**config.mk**
```make
export PLATFORM = sky130hd
export DESIGN_NAME = mem_port_arbiter_flat
export DESIGN_NICKNAME = d
export VERILOG_FILES = /design/src/rtl/core_pkg.sv /design/src/rtl/mem_port_arbiter_if.sv /design/src/rtl/mem_port_arbiter.sv /design/src/flat_wrapper.sv
export SDC_FILE = /design/constraint.sdc
export NUM_CORES = 1
export LEC_CHECK = 0
export ABC_AREA = 1
export BUFFER_PORTS_ARGS = -buffer_cell sky130_fd_sc_hd__buf_2
export CAP_MARGIN = 10
export CORE_MARGIN = 1
export CORE_UTILIZATION = 40
export CTS_CLUSTER_DIAMETER = 200
export DETAILED_ROUTE_END_ITERATION = 12
export PLACE_DENSITY_LB_ADDON = 0.05
export RECOVER_POWER = 25
export SLEW_MARGIN = 15
export SYNTH_ARGS = -nofsm -noshare
export SYNTH_HDL_FRONTEND = slang
export SYNTH_SLANG_ARGS = --single-unit
```
**constraint.sdc**
```tcl
create_clock -name clk -period 1.48 [get_ports clk]
set_input_delay 0.37 -clock clk [delete_from_list [all_inputs] [get_ports clk]]
set_output_delay 0.37 -clock clk [all_outputs]
set_load 0.005 [all_outputs]
```
**src/rtl/core_pkg.sv**
```systemverilog
// core_pkg: shared state encodings and widths for the core memory port arbiter.
package core_pkg;
    localparam int ADDR_W = 16;
    localparam int WORD_W = 32;
    localparam logic [1:0] ARB_IDLE  = 2'b00;
    localparam logic [1:0] ARB_FETCH = 2'b01;
    localparam logic [1:0] ARB_DATA  = 2'b10;
    typedef enum logic [1:0] {
        S_IDLE  = ARB_IDLE,
        S_FETCH = ARB_FETCH,
        S_DATA  = ARB_DATA
    } arb_state_t;
endpackage

```
**src/rtl/mem_port_arbiter_if.sv**
```systemverilog
// mem_port_arbiter_if: fetch, load/store and memory-port signals around the arbiter.
interface mem_port_arbiter_if;
    import core_pkg::*;
    logic              f_req, f_gnt, f_valid, hold;
    logic [ADDR_W-1:0] f_addr;
    logic              d_req, d_we, d_gnt, d_valid;
    logic [ADDR_W-1:0] d_addr;
    logic [WORD_W-1:0] d_wdata;
    logic [3:0]        d_be;
    logic [WORD_W-1:0] rdata;
    logic              mem_req, mem_we, mem_ack;
    logic [ADDR_W-1:0] mem_addr;
    logic [WORD_W-1:0] mem_wdata, mem_rdata;
    logic [3:0]        mem_be;
    modport master (
        input  f_req, f_addr, d_req, d_we, d_addr, d_wdata, d_be, mem_ack, mem_rdata,
        output f_gnt, f_valid, d_gnt, d_valid, hold, rdata,
               mem_req, mem_we, mem_addr, mem_wdata, mem_be
    );
    modport slave (
        output f_req, f_addr, d_req, d_we, d_addr, d_wdata, d_be, mem_ack, mem_rdata,
        input  f_gnt, f_valid, d_gnt, d_valid, hold, rdata,
               mem_req, mem_we, mem_addr, mem_wdata, mem_be
    );
endinterface

```
**src/rtl/mem_port_arbiter.sv**
```systemverilog
// mem_port_arbiter: shares the core memory port between fetch and load/store,
// data first, with a starvation bound that forces fetch through.
module mem_port_arbiter
    import core_pkg::*;
#(
    parameter int STARVE_LIMIT = 4
) (
    input logic               clk,
    input logic               a_rst,
    mem_port_arbiter_if.master bus
);
    localparam logic [3:0] LIM = 4'(STARVE_LIMIT);

    arb_state_t        r_state, w_next;
    logic              w_arb, w_f, w_d, w_gf, w_gd;
    logic              r_f_gnt, r_d_gnt, r_f_valid, r_d_valid, r_mem_req, r_mem_we;
    logic [3:0]        r_starve, r_mem_be;
    logic [ADDR_W-1:0] r_mem_addr;
    logic [WORD_W-1:0] r_mem_wdata, r_rdata;

    // A request whose grant is showing this cycle is the one already being served.
    always_comb begin
        w_arb  = (r_state == S_IDLE) | bus.mem_ack;
        w_f    = bus.f_req & ~r_f_gnt;
        w_d    = bus.d_req & ~r_d_gnt;
        w_gf   = w_arb & w_f & (~w_d | (r_starve == LIM));
        w_gd   = w_arb & w_d & ~w_gf;
        w_next = w_gf ? S_FETCH : w_gd ? S_DATA : w_arb ? S_IDLE : r_state;
    end

    always_ff @(posedge clk or negedge a_rst) begin
        if (!a_rst) r_state <= S_IDLE;
        else        r_state <= w_next;
    end

    always_ff @(posedge clk or negedge a_rst) begin
        if (!a_rst) begin
            r_f_gnt     <= 1'b0;
            r_d_gnt     <= 1'b0;
            r_f_valid   <= 1'b0;
            r_d_valid   <= 1'b0;
            r_mem_req   <= 1'b0;
            r_mem_we    <= 1'b0;
            r_starve    <= '0;
            r_mem_be    <= '0;
            r_mem_addr  <= '0;
            r_mem_wdata <= '0;
            r_rdata     <= '0;
        end else begin
            r_f_gnt   <= w_gf;
            r_d_gnt   <= w_gd;
            r_f_valid <= bus.mem_ack & (r_state == S_FETCH);
            r_d_valid <= bus.mem_ack & (r_state == S_DATA);
            if (bus.mem_ack & ((r_state == S_FETCH) | ((r_state == S_DATA) & ~r_mem_we)))
                r_rdata <= bus.mem_rdata;
            if (w_gf)
                r_starve <= '0;
            else if (w_gd & w_f & (r_starve != LIM))
                r_starve <= r_starve + 4'd1;
            if (w_gf | w_gd) begin
                r_mem_req  <= 1'b1;
                r_mem_we   <= w_gd & bus.d_we;
                r_mem_addr <= (w_gf ? bus.f_addr : bus.d_addr) & ~ADDR_W'(3);
                r_mem_be   <= w_gf ? 4'hF : bus.d_be;
                if (w_gd) r_mem_wdata <= bus.d_wdata;
            end else if (w_arb) begin
                r_mem_req <= 1'b0;
            end
        end
    end

    assign bus.f_gnt     = r_f_gnt;
    assign bus.d_gnt     = r_d_gnt;
    assign bus.f_valid   = r_f_valid;
    assign bus.d_valid   = r_d_valid;
    assign bus.rdata     = r_rdata;
    assign bus.mem_req   = r_mem_req;
    assign bus.mem_we    = r_mem_we;
    assign bus.mem_addr  = r_mem_addr;
    assign bus.mem_wdata = r_mem_wdata;
    assign bus.mem_be    = r_mem_be;
    assign bus.hold      = (bus.f_req | (r_state == S_FETCH)) & ~r_f_valid;
endmodule
```
**src/flat_wrapper.sv**
```systemverilog
// flat-port wrapper written by rule: the top's interface ports become plain ports
module mem_port_arbiter_flat import core_pkg::*;
#(
    parameter int STARVE_LIMIT = 4
)
  (clk, a_rst, bus_f_req, bus_f_addr, bus_d_req, bus_d_we, bus_d_addr, bus_d_wdata, bus_d_be, bus_mem_ack, bus_mem_rdata, bus_f_gnt, bus_f_valid, bus_d_gnt, bus_d_valid, bus_hold, bus_rdata, bus_mem_req, bus_mem_we, bus_mem_addr, bus_mem_wdata, bus_mem_be);
  mem_port_arbiter_if bus_i ();
  input logic clk;
  input logic a_rst;
  input wire logic [$bits(bus_i.f_req)-1:0] bus_f_req;
  input wire logic [$bits(bus_i.f_addr)-1:0] bus_f_addr;
  input wire logic [$bits(bus_i.d_req)-1:0] bus_d_req;
  input wire logic [$bits(bus_i.d_we)-1:0] bus_d_we;
  input wire logic [$bits(bus_i.d_addr)-1:0] bus_d_addr;
  input wire logic [$bits(bus_i.d_wdata)-1:0] bus_d_wdata;
  input wire logic [$bits(bus_i.d_be)-1:0] bus_d_be;
  input wire logic [$bits(bus_i.mem_ack)-1:0] bus_mem_ack;
  input wire logic [$bits(bus_i.mem_rdata)-1:0] bus_mem_rdata;
  output wire logic [$bits(bus_i.f_gnt)-1:0] bus_f_gnt;
  output wire logic [$bits(bus_i.f_valid)-1:0] bus_f_valid;
  output wire logic [$bits(bus_i.d_gnt)-1:0] bus_d_gnt;
  output wire logic [$bits(bus_i.d_valid)-1:0] bus_d_valid;
  output wire logic [$bits(bus_i.hold)-1:0] bus_hold;
  output wire logic [$bits(bus_i.rdata)-1:0] bus_rdata;
  output wire logic [$bits(bus_i.mem_req)-1:0] bus_mem_req;
  output wire logic [$bits(bus_i.mem_we)-1:0] bus_mem_we;
  output wire logic [$bits(bus_i.mem_addr)-1:0] bus_mem_addr;
  output wire logic [$bits(bus_i.mem_wdata)-1:0] bus_mem_wdata;
  output wire logic [$bits(bus_i.mem_be)-1:0] bus_mem_be;
  assign bus_i.f_req = bus_f_req;
  assign bus_i.f_addr = bus_f_addr;
  assign bus_i.d_req = bus_d_req;
  assign bus_i.d_we = bus_d_we;
  assign bus_i.d_addr = bus_d_addr;
  assign bus_i.d_wdata = bus_d_wdata;
  assign bus_i.d_be = bus_d_be;
  assign bus_i.mem_ack = bus_mem_ack;
  assign bus_i.mem_rdata = bus_mem_rdata;
  assign bus_f_gnt = bus_i.f_gnt;
  assign bus_f_valid = bus_i.f_valid;
  assign bus_d_gnt = bus_i.d_gnt;
  assign bus_d_valid = bus_i.d_valid;
  assign bus_hold = bus_i.hold;
  assign bus_rdata = bus_i.rdata;
  assign bus_mem_req = bus_i.mem_req;
  assign bus_mem_we = bus_i.mem_we;
  assign bus_mem_addr = bus_i.mem_addr;
  assign bus_mem_wdata = bus_i.mem_wdata;
  assign bus_mem_be = bus_i.mem_be;
  mem_port_arbiter #(.STARVE_LIMIT(STARVE_LIMIT)) u_core (.clk(clk), .a_rst(a_rst), .bus(bus_i));
endmodule
```
# [Word level (Yosys, flattened, before mapping)]
# Index checks and enable logic that the tools add are counted.
[op_classes] n_addsub=1 n_mul=0 div=0 n_lt_le_gt_ge=0 eq_ne=4 shift=0 mux=9 bitwise_logic=25 reduce_logical=5
[ops] op="$mux W16" count=1
[ops] op="$and A1 B1 Y1" count=14
[ops] op="$mux W4" count=3
[ops] op="$mux W2" count=3
[ops] op="$not A1 Y1" count=6
[ops] op="$or A1 B1 Y1" count=5
[ops] op="$add A4 B1 Y4 const B" count=1
[ops] op="$eq A4 B3 Y1 const B" count=1
[ops] op="$ne A4 B3 Y1 const B" count=1
[ops] op="$reduce_bool A2 Y1" count=2
[ops] op="$reduce_bool A3 Y1" count=1
[ops] op="$eq A2 B1 Y1 const B" count=1
[ops] op="$eq A2 B2 Y1 const B" count=1
[ops] op="$logic_not A2 Y1" count=1
[ops] op="$mux W1" count=2
[ops] op="$reduce_and A2 Y1" count=1
[word_totals] reg_bits=94 latchBits=0 ramBits=0 rom_bits=0 inputBits=106 out_inout_bits=91 wordCells=56 n_memories=0

# [Depth between registers and ports, before layout]
[depth] word_depth=11 ltp_mapped=9 ltp_nobuf=8

# [Worst setup path after synthesis]
# OpenSTA, ideal clock, no wires.
[synth_path] kind="register -> register" from="reg u_core.r_starve[0]" to="reg u_core.r_mem_wdata[0] (netlist: u_core.bus.mem_wdata[0])" arrival_time_ns=1.285 required_ns=1.364 setup_slack_ns=0.079 stages_incl_launch_ff=10 synth_period_minus_slack_ns=1.401 cell_sequence="dfrtp_1 > inv_1 > ha_1 > nand3_1 > nand2_2 > nand3_2 > buf_4 > buf_6 > nand3_1 > nand2_1"
[synth_via] elab_chain_cells=7
[synth_rtl] item="from (decl)" line_no="mem_port_arbiter.sv:17" source="logic [3:0] r_starve, r_mem_be;"
[synth_rtl] item="from (signal assigned)" line_no="mem_port_arbiter.sv:59" source="r_starve <= r_starve + 4'd1;"
[synth_rtl] item="$eq A4 B3 Y1 (*)" line_no="mem_port_arbiter.sv:26" source="w_gf = w_arb & w_f & (~w_d | (r_starve == LIM));"
[synth_rtl] item="$or A1 B1 Y1 (*)" line_no="mem_port_arbiter.sv:26"
[synth_rtl] item="$and A1 B1 Y1 (*)" line_no="mem_port_arbiter.sv:26"
[synth_rtl] item="$not A1 Y1" line_no="mem_port_arbiter.sv:27" source="w_gd = w_arb & w_d & ~w_gf;"
[synth_rtl] item="$and A1 B1 Y1" line_no="mem_port_arbiter.sv:27"
[synth_rtl] item="$or A1 B1 Y1" line_no="mem_port_arbiter.sv:60" source="if (w_gf | w_gd) begin"
[synth_rtl] item="$reduce_and A2 Y1 (no line) (*)"
[synth_rtl] item="to (signal assigned)" line_no="mem_port_arbiter.sv:65" source="if (w_gd) r_mem_wdata <= bus.d_wdata;"
[synth_rtl] item="to (decl)" line_no="mem_port_arbiter.sv:19" source="logic [WORD_W-1:0] r_mem_wdata, r_rdata;"
# Mark *: on every way between the ends. The rest lies on a longest branch, timed or not.
# A chain may end at the register's enable or synchronous reset.

# [Worst setup path after layout]
[layout_path] from="reg u_core.r_state[1]" to="out bus_hold"
[layout_via] elab_chain_cells=3
[layout_rtl] item="from (decl)" line_no="mem_port_arbiter.sv:14" source="arb_state_t r_state, w_next;"
[layout_rtl] item="from (signal assigned)" line_no="mem_port_arbiter.sv:33" source="else r_state <= w_next;"
[layout_rtl] item="$eq A2 B1 Y1" line_no="mem_port_arbiter.sv:82" source="assign bus.hold = (bus.f_req | (r_state == S_FETCH)) & ~r_f_valid;"
[layout_rtl] item="$or A1 B1 Y1" line_no="mem_port_arbiter.sv:82"
[layout_rtl] item="$and A1 B1 Y1" line_no="mem_port_arbiter.sv:82"
[layout_rtl] item="to (decl)" line_no="flat_wrapper.sv:23" source="output wire logic [$bits(bus_i.hold)-1:0] bus_hold;"
# Every way passes these cells.

==> qor.yml <==
setup_viol: 20
critPathTopFamily: "flip-flops"
ant_nets: 0
synth_cells: 447
hp-start: "bus_mem_rdata[19]"
p_total_mw: 10.0
critPathMaxFanout: 3
final_cell_mix: "buf_2 (189), nand2_1 (139), nand3_1 (112)"
final_area_um2: 5670
portBuffers: 190
die_h_um: 102
leakagePower_nw: 3.23
rsz0062_at_grt: "yes"
final_nets: 756
fillers: 971
gr-usage-all-layers: 0.197
worstPathRequired_ns: 1.11
critPathLaunch: "u_core.r_state[1]$_DFFE_PN0P_"
routabilityCongestion: 0.725
dp.cells: 762
ios: 197
critical-path-max-stage-delay_ns: 0.40
drt_iter0_drc: 82
vdd_drop_max_v: 0.000796
violations: "setup timing"
cts_tree: "done"
die_area_um2: 10400
grt_pass1_vias: 3338
synthesis.area_um2: 4000
cts_sinks: 94
numCtsBuffers: 9
finClkSkew_ns: 0.0135
cts.htree.levels: 3
grt_pass1_wl_um: 15800
slew_headroom: 0.139
rows: 36
clock_latency_ns: 0.36
synth_cell_types: 22
wl_per_cell_um: 14.1
worstSetupEndpointType: "output port"
reg2reg_from: "u_core.r_state[0]$_DFFE_PN0P_"
fmax_ghz: 0.661
ys_seq_elements: 94
cp.buffers_inverters: 2
cp-start-kind: "flop"
path_clk_slew_ns: 0.09
overflow: 0
cp.arrival_ns: 1.14
synth-seq-area-share: 0.588
cts-root-buf: "clkbuf_8"
drc_errors: 0
die_w_um: 102
syn_area_per_cell_um2: 8.95
viasPerCell: 4.79
holdWs_ns: 0.229
status: "finished with violations"
finalHoldViolCount: 0
finalWirelength_um: 11100
cp_cell_sequence: "inv_2 > nand2_4 > a21oi_2 > buf_2"
cp_slowest_cell: "dfrtp_1"
placed_cell_area_um2: 5150
syn_to_final_growth_pct: 41.8
powerDensity_nw_per_um2: 1760
dpl.hpwl_um: 7230
antennaDiodeCount: 0
finalMaxSlewViolations: 0
tightest_slew_ns: 1.29
drive_above_1_share: 0.425
fin_cells: 785
grt_start_max_net_pins: 95
setup_slack_ns: -0.0329
criticalPathCategory: "flop to output port"
core_um2: 9730
layout_commonest_cell: "buf_2"
initial_core_util: 0.411
fin_crit_sh: 1.02
synth_warnings: 0
drv_cap: 0
antenna_found_initial: 0
finalWorstPathRequiredPeriod_ns: 1.51
min_path_type: "input port to flop"
clockBufferDepth: 2
dr.pass1.iters: 5
num_vias: 3761
==> worst reg2reg max path, cell delays in order, from the launching register on <==
cell and delay (ns):
dfrtp_1 0.42, buf_6 0.14, o21ai_4 0.24, nand3_4 0.18, buf_4 0.25, nand3_1 0.10, nand2_2 0.06
==> state kept, by name (all words and copies together), names as in the netlist <==
register	cells
u_core.bus.mem_addr	14
u_core.bus.mem_we	1
u_core.bus.d_gnt	1
u_core.bus.f_gnt	1
u_core.r_starve	4
u_core.r_state	2
u_core.bus.d_valid	1
u_core.bus.rdata	32
u_core.bus.mem_be	4
u_core.bus.mem_req	1
u_core.bus.mem_wdata	32
u_core.bus.f_valid	1
==> path summary, 6_finish.rpt <==
kind                                                       endpoint  slack [ns]  cells past startpoint
worst max-delay path                                       bus_hold       -0.03                      4
worst min-delay path               u_core.bus.rdata[19]$_DFFE_PN0P_        0.23                      3
worst max register to register  u_core.bus.mem_wdata[1]$_DFFE_PN0P_       -0.02                      6
worst min register to register     u_core.bus.rdata[26]$_DFFE_PN0P_        0.47                      2
max in group asynchronous        u_core.bus.mem_addr[6]$_DFFE_PN0P_        0.25                      2
min in group asynchronous          u_core.bus.rdata[23]$_DFFE_PN0P_        0.40                      2
==> power by group <==
group / switching, mW / internal (mW) / total (mW)
registers: 0.595 / 3.65 / 4.24
logic: 2.06 / 1.83 / 3.89
clock network: 0.872 / 0.994 / 1.87
total: 3.53 / 6.47 / 10.0
==> synthesized netlist by cell type (all sizes together) <==
library cell / instances / area [µm²]
buf: 28 / 193
nand3: 128 / 646
o21ai: 7 / 50.1
a21oi: 1 / 5.00
nand2: 158 / 608
nor2: 4 / 17.5
conb: 1 / 3.75
ha: 2 / 25.0
inv: 19 / 71.3
dfrtp: 94 / 2350
clkbuf: 3 / 11.3
xor2: 2 / 17.5
==> cell type report <==
| cell class | instances | area, µm² | area share |
|---|---|---|---|
| Timing Repair Buffer | 220 | 1330 | 0.234 |
| Sequential cell | 94 | 2350 | 0.415 |
| Tap cell | 133 | 166 | 0.0293 |
| Clock buffer | 12 | 145 | 0.0256 |
| Clock inverter | 3 | 68.8 | 0.0121 |
| Multi-Input combinational cell | 304 | 1530 | 0.270 |
| Inverter | 19 | 83.8 | 0.0148 |
==> timing repair <==
item / CTS / global route
endpoints found under the hold margin: 0 / 0
setup buffers: 2 / 1
pin swaps: 1 / 4
endpoints found under the setup margin: 2 / 77
hold buffers: 0 / 0
gates cloned: 0 / 5
gates resized for setup: 4 / 45
==> routing by layer <==
| layer | share of wire | global-route usage | vias up |
|---|---|---|---|
| met4 | 0.020 | 0.0956 | 0 |
| met5 | 0 | 0 | - |
| li1 | - | - | 1844 |
| met2 | 0.47 | 0.324 | 134 |
| met1 | 0.44 | 0.245 | 1767 |
| met3 | 0.068 | 0.0465 | 16 |
==> cells by family (layout without fill, tap and decap cells) <==
| group | Yosys count | after routing | synth area share |
|---|---|---|---|
| AOI/OAI and AO/OA | 8 | 8 | 0.0138 |
| DFF | 94 | 94 | 0.588 |
| other | 1 | 2 | 0.000937 |
| adders and majority gates | 2 | 2 | 0.00625 |
| and+or+nand+nor | 290 | 290 | 0.318 |
| buffers and inverters | 50 | 254 | 0.0688 |
| xor gates and xnor gates | 2 | 2 | 0.00438 |
==> metrics by stage <==
stage / util / setup WS, ns / TNS, ns
floorplan: - / 0.0788 / 0
global placement: 0.529 / 0.0237 / 0
detailed placement: 0.529 / -0.00744 / -0.00744
CTS: 0.554 / -0.0422 / -0.0422
global route: 0.583 / -0.0926 / -4.49
finish: 0.583 / -0.0329 / -0.122
Note: power is estimated with default switching activity, not from simulation.
